===== src/rtl/arbiter_fsm_if.sv =====
// Request/grant/priority-mask bundle between the arbiter control FSM and its environment.
// The slave side is the arbiter. The master side drives requests and holds the priority register.
interface arbiter_fsm_if;
  localparam int unsigned N_REQ = 3;

  logic [N_REQ-1:0] req_i;
  logic             release_i;
  logic [N_REQ-1:0] prio_q_i;
  logic [N_REQ-1:0] grant_o;
  logic             busy_o;
  logic [N_REQ-1:0] prio_d_o;
  logic             prio_en_o;
  logic             timeout_o;

  modport master (
    output req_i, release_i, prio_q_i,
    input  grant_o, busy_o, prio_d_o, prio_en_o, timeout_o
  );

  modport slave (
    input  req_i, release_i, prio_q_i,
    output grant_o, busy_o, prio_d_o, prio_en_o, timeout_o
  );
endinterface


===== src/rtl/arbiter_fsm.sv =====
// Control stage of the 3-requester round-robin arbiter: registered one-hot grants plus priority-mask update.
// Optional grant watchdog (MAX_HOLD cycles) is built when ARB_TIMEOUT_EN is defined.
module arbiter_fsm #(
  parameter int unsigned MAX_HOLD = 8
) (
  input logic          clk,
  input logic          rst,
  arbiter_fsm_if.slave bus
);
  localparam int unsigned N_REQ  = 3;
  localparam int unsigned HOLD_W = 8;
  localparam logic [N_REQ-1:0] ALL_ELIG = '1;

  typedef enum logic {
    IDLE  = 1'b0,
    GRANT = 1'b1
  } state_t;

  state_t           state;
  state_t           state_nxt;
  logic [N_REQ-1:0] grant_q;
  logic [N_REQ-1:0] grant_nxt;
  logic             busy_q;
  logic             timeout_q;
  logic             timeout_nxt;

  logic [N_REQ-1:0] masked;
  logic [N_REQ-1:0] sel;
  logic [N_REQ-1:0] prio_base;
  logic [N_REQ-1:0] prio_clr;
  logic             req_any;
  logic             release_hit;
  logic             timeout_hit;

  assign req_any = |bus.req_i;

  // A dropped request bit of the current holder counts as a release.
  assign release_hit = bus.release_i || ((bus.req_i & grant_q) == '0);

  // Lowest eligible requester; when none is eligible start a fresh round over all requesters.
  always_comb begin
    masked    = bus.req_i & bus.prio_q_i;
    prio_base = ALL_ELIG;
    sel       = bus.req_i & (~bus.req_i + N_REQ'(1));
    if (masked != '0) begin
      prio_base = bus.prio_q_i;
      sel       = masked & (~masked + N_REQ'(1));
    end
    prio_clr = prio_base & ~sel;
  end

`ifdef ARB_TIMEOUT_EN
  logic [HOLD_W-1:0] hold_cnt;

  // Counts grant cycles; zero on the first cycle of every grant.
  always_ff @(posedge clk or negedge rst) begin
    if (!rst) begin
      hold_cnt <= '0;
    end else if (state == IDLE) begin
      hold_cnt <= '0;
    end else if (hold_cnt != '1) begin
      hold_cnt <= hold_cnt + HOLD_W'(1);
    end
  end

  assign timeout_hit = (state == GRANT) && (hold_cnt == HOLD_W'(MAX_HOLD - 1));
`else
  assign timeout_hit = 1'b0;
`endif

  max_hold_legal: assert property (@(posedge clk) (MAX_HOLD >= 2) && (MAX_HOLD <= 255));

  always_ff @(posedge clk or negedge rst) begin
    if (!rst) begin
      state <= IDLE;
    end else begin
      state <= state_nxt;
    end
  end

  // Grants always pass through IDLE; there is no direct GRANT-to-GRANT hand-off.
  always_comb begin
    state_nxt = state;
    case (state)
      IDLE:    if (req_any) state_nxt = GRANT;
      GRANT:   if (release_hit || timeout_hit) state_nxt = IDLE;
      default: state_nxt = IDLE;
    endcase
  end

  // Release has priority over timeout, so the pulse only fires on a true watchdog revoke.
  always_comb begin
    grant_nxt     = grant_q;
    timeout_nxt   = 1'b0;
    bus.prio_en_o = 1'b0;
    bus.prio_d_o  = (prio_clr == '0) ? ALL_ELIG : prio_clr;
    case (state)
      IDLE: begin
        grant_nxt = '0;
        if (req_any) begin
          grant_nxt     = sel;
          bus.prio_en_o = rst;
        end
      end
      GRANT: begin
        if (release_hit) begin
          grant_nxt = '0;
        end else if (timeout_hit) begin
          grant_nxt   = '0;
          timeout_nxt = 1'b1;
        end
      end
      default: grant_nxt = '0;
    endcase
  end

  always_ff @(posedge clk or negedge rst) begin
    if (!rst) begin
      grant_q   <= '0;
      busy_q    <= 1'b0;
      timeout_q <= 1'b0;
    end else begin
      grant_q   <= grant_nxt;
      busy_q    <= (state_nxt == GRANT);
      timeout_q <= timeout_nxt;
    end
  end

  assign bus.grant_o   = grant_q;
  assign bus.busy_o    = busy_q;
  assign bus.timeout_o = timeout_q;
endmodule


===== src/flat_wrapper.sv =====
// flat-port wrapper written by rule: the top's interface ports become plain ports
module arbiter_fsm_flat 
#(
  parameter int unsigned MAX_HOLD = 8
)
  (clk, rst, bus_req_i, bus_release_i, bus_prio_q_i, bus_grant_o, bus_busy_o, bus_prio_d_o, bus_prio_en_o, bus_timeout_o);
  arbiter_fsm_if bus_i ();
  input logic clk;
  input logic rst;
  input wire logic [$bits(bus_i.req_i)-1:0] bus_req_i;
  input wire logic [$bits(bus_i.release_i)-1:0] bus_release_i;
  input wire logic [$bits(bus_i.prio_q_i)-1:0] bus_prio_q_i;
  output wire logic [$bits(bus_i.grant_o)-1:0] bus_grant_o;
  output wire logic [$bits(bus_i.busy_o)-1:0] bus_busy_o;
  output wire logic [$bits(bus_i.prio_d_o)-1:0] bus_prio_d_o;
  output wire logic [$bits(bus_i.prio_en_o)-1:0] bus_prio_en_o;
  output wire logic [$bits(bus_i.timeout_o)-1:0] bus_timeout_o;
  assign bus_i.req_i = bus_req_i;
  assign bus_i.release_i = bus_release_i;
  assign bus_i.prio_q_i = bus_prio_q_i;
  assign bus_grant_o = bus_i.grant_o;
  assign bus_busy_o = bus_i.busy_o;
  assign bus_prio_d_o = bus_i.prio_d_o;
  assign bus_prio_en_o = bus_i.prio_en_o;
  assign bus_timeout_o = bus_i.timeout_o;
  arbiter_fsm #(.MAX_HOLD(MAX_HOLD)) u_core (.clk(clk), .rst(rst), .bus(bus_i));
endmodule

===== config.mk =====
export PLATFORM = sky130hd
export DESIGN_NAME = arbiter_fsm_flat
export DESIGN_NICKNAME = d
export VERILOG_FILES = /design/src/rtl/arbiter_fsm_if.sv /design/src/rtl/arbiter_fsm.sv /design/src/flat_wrapper.sv
export SDC_FILE = /design/constraint.sdc
export NUM_CORES = 1
export LEC_CHECK = 0
export ABC_CLOCK_PERIOD_IN_PS = 1180
export BUFFER_PORTS_ARGS = -buffer_cell sky130_fd_sc_hd__buf_2
export CORE_AREA = 4 4 41 43
export DETAILED_ROUTE_END_ITERATION = 10
export DIE_AREA = 0 0 45 47
export HOLD_SLACK_MARGIN = 0.02
export SYNTH_ARGS = -nofsm -noshare
export SYNTH_HDL_FRONTEND = slang
export SYNTH_SLANG_ARGS = --single-unit
export TNS_END_PERCENT = 5

===== constraint.sdc =====
create_clock -name clk -period 1.18 [get_ports clk]
set_input_delay 0.177 -clock clk [delete_from_list [all_inputs] [get_ports clk]]
set_output_delay 0.177 -clock clk [all_outputs]
set_load 0.01 [all_outputs]

==> results.yml, run 1 <==
placed_design:
  placedCellCount: 83
  dpl_cell_area_um2: 514
  dp_hpwl_um: 789
  gp_congestion: 0.748
  portBuffers: 16
routing:
  drtAntennaViolNets: 0
  drc: 0
  route.vias.total: 457
  drt_wl_total_um: 1170
  drt-wirelength-per-cell_um: 13.1
  drt_first_iter_violations: 9
  post_drt_via_cell_ratio: 5.13
  first_pass_iters: 4
pwr:
  peakVddDrop_uv: 546
  p_leak_nw: 0.269
  power_density_nw_per_um2: 1160
run:
  maxCapViolCount: 0
final_layout:
  antenna_cells: 0
  stdcell_count: 89
  fin_nets: 85
  final_area_um2: 593
  drive_gt1_frac: 0.459
  fin_util: 0.456
  area_growth_pct: 48.6
die:
  std_cell_rows: 13
  floorplan.initialDensity: 0.307
  io_pins: 18
  die_h_um: 47
  die_x_um: 45
  dieArea_um2: 2120
  core_area_um2: 1300
yosys:
  async_reset_ff_frac: 1.00
  synthFlopType: "dfrtp_1"
  postSynthCellCount: 51
  ys_types: 28
  synth_seq_cells: 4
  yosys_warnings: 0
  synth_seq_area_share: 0.251
  avgSynthCellArea_um2: 7.83
  synthesis.area_um2: 399
  synth_edf_count: 0
  synth_nets: 60
critical_path:
  cp-end-kind: "register"
  r2r_start: "u_core.bus.grant_o[0]"
  crit_chain: "a222oi_1 > nor3b_2 > o21bai_1"
  cp_top_family: "compound AO/OA/AOI/OAI gates"
  critPathMaxFanout: 3
  crit_type: "reg2reg"
  slowest_stage: "a222oi_1"
  cp.arrival_ns: 1.38
  worst-endpoint-required_ns: 1.29
  critPathLaunchType: "register"
  critPathLaunch: "u_core.bus.grant_o[0]"
  slowest_delay_ns: 0.49
  crit_buf_inv: 0
grt:
  grt_pass1_vias: 440
  grt_usage: 0.116
  overflow: 0
  grt_pass1_wl_um: 1840
  antenna_found_initial: 0
  grt_max_degree: 14
timing:
  fmax_ghz: 0.790
  finalSetupTns_ns: -0.236
  finalCriticalPeriod_ns: 1.27
  rsz0062_at_grt: "true"
  fin_skew_ns: 0.00252
  setup_ws_ns: -0.0855
  setup_viol: 4
  slew_violations: 0
  finalHoldViolCount: 0
  finalCritPeriodShare: 1.07
clock_tree:
  clock-sinks: 4
  clk_path_buf_depth: 2
  clockRootBuffer: "clkbuf_4"
  insertion_delay_ns: 0.23
  cts.reportedPaths.clkPinSlew_ns: 0.04
  cts_tree: "built"
  h-tree-depth: 1
  cts_made_buffers: 3
hold_path:
  hold_class: "in2reg"
  hold_start: "bus_release_i"
status:
  status: "complete, but fails checks"
  violations: "setup timing"
[final timing paths]
kind                       cells after the start  slack [ns]                     to
max in group asynchronous                      2        0.67  u_core.bus.grant_o[0]
max                                            3       -0.09           u_core.state
min in group asynchronous                      2        0.33  u_core.bus.grant_o[2]
min                                            3        0.24  u_core.bus.grant_o[1]
min reg2reg                                    1        0.54  u_core.bus.grant_o[2]
max reg2reg                                    3       -0.09           u_core.state
[per-layer routing]
metal  vias to the layer above  global-route usage  routed length, um
met5                         -                   0                  0
met4                         0              0.0526                  0
met3                         0              0.0192                 97
met2                        16               0.172                523
met1                       201               0.162                547
li1                        240                   -                  -
[cells in the mapped netlist, types with 2 or more instances]
master	instances	share of area
o21ai_0	2	0.025
nand2_1	2	0.019
o211ai_1	2	0.038
a21oi_1	3	0.038
o22ai_1	2	0.031
o2bb2ai_1	2	0.044
o21bai_1	2	0.038
buf_2	5	0.063
nor2_1	4	0.038
nand3_1	3	0.038
nor3b_1	4	0.075
dfrtp_1	4	0.25
[worst register-to-register path, stage by stage, from the launching register on]
cell      delay [ns]
dfrtp_1         0.37
a222oi_1        0.49
nor3b_2         0.11
o21bai_1        0.17
[stage by stage]
stage,hold WS [ns],power [W],setup WS [ns]
detailed placement,-0.00634,0.000467,-0.00604
floorplan,-0.119,0.000354,0.0139
global placement,-0.00862,0.000466,0.00376
finish,0.238,0.000686,-0.0855
global route,0.272,0.000736,-0.190
CTS,0.240,0.000666,0.0164
[what timing repair did]
| item | CTS | global route |
|---|---|---|
| setup endpoints to repair | 1 | 7 |
| hold buffers | 1 | 0 |
| pin swaps | 0 | 2 |
| endpoints found under the hold margin | 4 | 0 |
| buffers inserted | 1 | 1 |
| gates resized for setup | 0 | 8 |
[cell type report]
type,count,area [um^2]
clock buffers,3,22.5
fillers,140,708
inverters,1,3.75
multi-input cells,39,275
flip-flops and latches,4,100
well taps,15,18.8
repair buffers,27,173
[report_power, final]
group | total [W] | internal (W) | switching, W | leakage [nW]
Clock | 0.000165 | 0.000113 | 0.0000515 | 0.0138
Combinational | 0.000328 | 0.000167 | 0.000161 | 0.204
Sequential | 0.000192 | 0.000171 | 0.0000216 | 0.0518
[cells in the final DEF (no fill, tap or decap), types with 2 or more instances in the layout]
| master | Yosys | layout |
|---|---|---|
| o21ai_0 | 2 | 2 |
| dfrtp_1 | 4 | 4 |
| a21oi_1 | 3 | 3 |
| o22ai_1 | 2 | 2 |
| nand3_1 | 3 | 3 |
| o2bb2ai_1 | 2 | 2 |
| nor2_1 | 4 | 4 |
| buf_4 | 1 | 10 |
| nor3b_2 | 0 | 2 |
| nor3b_1 | 4 | 2 |
| o211ai_1 | 2 | 2 |
| clkbuf_4 | 0 | 6 |
| o21bai_1 | 2 | 2 |
| buf_2 | 5 | 13 |
[kinds of logic after synthesis]
logic type | Yosys count | synth area share
AO/OA/AOI/OAI | 20 | 0.367
buffers and inverters | 8 | 0.119
flip-flops | 4 | 0.251
other | 1 | 0.00940
AND/OR/NAND/NOR | 18 | 0.254
[registers in the layout, indices dropped and copies added (netlist names)]
signal and flops:
u_core.bus.grant_o 3, u_core.state 1
Power figures use the tool's default switching activity.
==> inputs of run 2 (changes only) <==
--- a/config.mk
+++ b/config.mk
@@ -5,12 +5,15 @@
 export SDC_FILE = /design/constraint.sdc
 export NUM_CORES = 1
 export LEC_CHECK = 0
-export ABC_CLOCK_PERIOD_IN_PS = 1180
+export ABC_CLOCK_PERIOD_IN_PS = 1100
 export BUFFER_PORTS_ARGS = -buffer_cell sky130_fd_sc_hd__buf_2
-export CORE_AREA = 4 4 41 43
+export CELL_PAD_IN_SITES_DETAIL_PLACEMENT = 1
+export CELL_PAD_IN_SITES_GLOBAL_PLACEMENT = 1
+export CORE_MARGIN = 4
+export CORE_UTILIZATION = 27
 export DETAILED_ROUTE_END_ITERATION = 10
-export DIE_AREA = 0 0 45 47
 export HOLD_SLACK_MARGIN = 0.02
+export PLACE_DENSITY_LB_ADDON = 0.1
 export SYNTH_ARGS = -nofsm -noshare
 export SYNTH_HDL_FRONTEND = slang
 export SYNTH_SLANG_ARGS = --single-unit
==> constraint.sdc (replaced) <==
create_clock -name clk -period 1.1 [get_ports clk]
set_input_delay 0.055 -clock clk [delete_from_list [all_inputs] [get_ports clk]]
set_output_delay 0.055 -clock clk [all_outputs]
set_load 0.01 [all_outputs]
==> run 2 against run 1 <==
Net effect:
- critical endpoint unchanged
- cell count shrank 2.2%
- core utilization shrank 3.6 points
- largest cell class unchanged
- sequential share of layout area grew 0.78 points
- total power grew 15%
- cell area shrank 4.4%
- largest power group unchanged
- clock power grew 10%
- register-to-register slack is essentially flat
- the flow still finishes with violations (setup timing)
- worst hold slack lost 0.082 ns
- flip-flop and latch count is the same
==> results.yml, run 2 (synthesized netlist as in run 1, its figures left out) <==
status:
  status: "complete, but fails checks"
  violations: "setup timing"
critical_path:
  critPathMaxFanout: 3
  worst-endpoint-required_ns: 1.22
  crit_buf_inv: 1
  crit_chain: "a222oi_1 > buf_4 > nor3b_4 > o21bai_1"
  cp-end-kind: "register"
  slowest_stage: "dfrtp_1"
  cp.arrival_ns: 1.29
  cp_top_family: "compound AO/OA/AOI/OAI gates"
  crit_type: "reg2reg"
  slowest_delay_ns: 0.38
  critPathLaunchType: "register"
grt:
  grt_pass1_wl_um: 2050
  grt_usage: 0.134
  overflow: 0
  grt_max_degree: 13
  antenna_found_initial: 0
  grt_pass1_vias: 464
routing:
  drt_first_iter_violations: 12
  drt_wl_total_um: 1210
  first_pass_iters: 4
  drtAntennaViolNets: 0
  route.vias.total: 466
  drt-wirelength-per-cell_um: 13.9
  drc: 0
  post_drt_via_cell_ratio: 5.36
final_layout:
  fin_util: 0.420
  final_common_cell: "buf_2"
  fin_nets: 83
  antenna_cells: 0
  layout_common_cells: "16 x buf_2, 7 x buf_4, 4 x nor2_1, 4 x dfrtp_1"
  area_growth_pct: 42.0
  drive_gt1_frac: 0.417
  largest_register_ffs: 3
pwr:
  power_density_nw_per_um2: 1390
  seq_power_share: 0.261
  swShare: 0.346
  internal_power_w: 0.000514
  design_power_total_w: 0.000786
  switchingPower_w: 0.000272
  power.clock.fraction: 0.232
  peakVddDrop_uv: 652
  p_leak_nw: 0.260
  pwr-share-comb: 0.507
timing:
  fmax_ghz: 0.852
  setup_viol: 3
  finalCritPeriodShare: 1.07
  finalCriticalPeriod_ns: 1.17
  rsz0062_at_grt: "true"
  slew_violations: 0
  setup_ws_ns: -0.0741
  finalHoldViolCount: 0
  fin_skew_ns: 0.00692
hold_path:
  hold_class: "in2reg"
run:
  maxCapViolCount: 0
clock_tree:
  clockRootBuffer: "clkbuf_4"
  cts.reportedPaths.clkPinSlew_ns: 0.04
  insertion_delay_ns: 0.24
  cts_tree: "built"
  cts_made_buffers: 3
  h-tree-depth: 1
  clock-sinks: 4
  clk_path_buf_depth: 2
placed_design:
  portBuffers: 16
  gp_congestion: 0.710
  dp_hpwl_um: 879
die:
  std_cell_rows: 13
  floorplan.initialDensity: 0.296
  die_h_um: 46.5
  io_pins: 18
  dieArea_um2: 2160
  die_x_um: 46.5
  core_area_um2: 1350
## run 2: cell types whose count changed in the layout (fill, tap and decap cells not counted)
| cell | previous run | this run |
|---|---|---|
| nand2_2 | 1 | 0 |
| o21ba_2 | 0 | 1 |
| o21ba_4 | 1 | 0 |
| nor3b_2 | 2 | 1 |
| clkbuf_4 | 6 | 3 |
| nor3b_4 | 0 | 1 |
| nand2_1 | 1 | 2 |
| buf_2 | 13 | 16 |
| nor3_2 | 1 | 0 |
| buf_4 | 10 | 7 |
| buf_6 | 0 | 1 |
| nor3_1 | 0 | 1 |
## run 2: per-stage QoR
stage	TNS, ns	area (um^2)	instances	worst slack [ns]	hold slack, ns
floorplan	-0.121	399	51	-0.0661	-0.241
global placement	-0.106	499	81	-0.0566	-0.130
detailed placement	-0.270	499	81	-0.102	-0.131
CTS	-0.196	561	87	-0.0739	0.125
global route	-0.599	567	87	-0.173	0.165
finish	-0.192	567	87	-0.0741	0.156
## run 2: final timing paths
check,startpoint,to,slack (ns),cells after the start
worst max register to register,u_core.bus.grant_o[0],u_core.state,-0.07,4
worst max-delay path,u_core.bus.grant_o[0],u_core.state,-0.07,4
min in group asynchronous,rst,u_core.state,0.19,2
worst min register to register,u_core.state,u_core.state,0.57,2
max in group asynchronous,rst,u_core.bus.grant_o[0],0.73,2
worst min-delay path,bus_release_i,u_core.bus.grant_o[2],0.16,3
## run 2: tightest hold or removal path: stages
cell	delay, ns
buf_2	0.12
nor3b_4	0.05
o2bb2ai_1	0.12
## run 2: timing repair
| action | in CTS | in global routing |
|---|---|---|
| cloned | 0 | 0 |
| setup endpoints to repair | 4 | 5 |
| buffers inserted | 2 | 0 |
| pin swaps | 2 | 1 |
| hold buffers | 1 | 0 |
| resized for setup | 3 | 1 |
| endpoints found under the hold margin | 4 | 0 |
## run 2: power groups by stage
stage / registers [W] / logic [W] / clock network, W
6_report: 0.000206 / 0.000399 / 0.000182
5_1_grt: 0.000210 / 0.000441 / 0.000204
4_1_cts: 0.000206 / 0.000385 / 0.000198
3_5_place_dp: 0.000216 / 0.000313 / 0
3_3_place_gp: 0.000214 / 0.000311 / 0
2_1_floorplan: 0.000237 / 0.000143 / 0
## run 2: final cells by class
type	instances	area, um^2
fillers	176	783
multi-input cells	39	268
repair buffers	25	154
flip-flops and latches	4	100
clock buffers	3	22.5
well taps	15	18.8
inverters	1	3.75
## run 2: routing by layer
layer / share of wire / GRT usage / vias to the layer above
li1: - / - / 233
met5: 0 / 0 / -
met2: 0.48 / 0.225 / 17
met1: 0.44 / 0.162 / 216
met4: 0 / 0.0682 / 0
met3: 0.078 / 0.0195 / 0
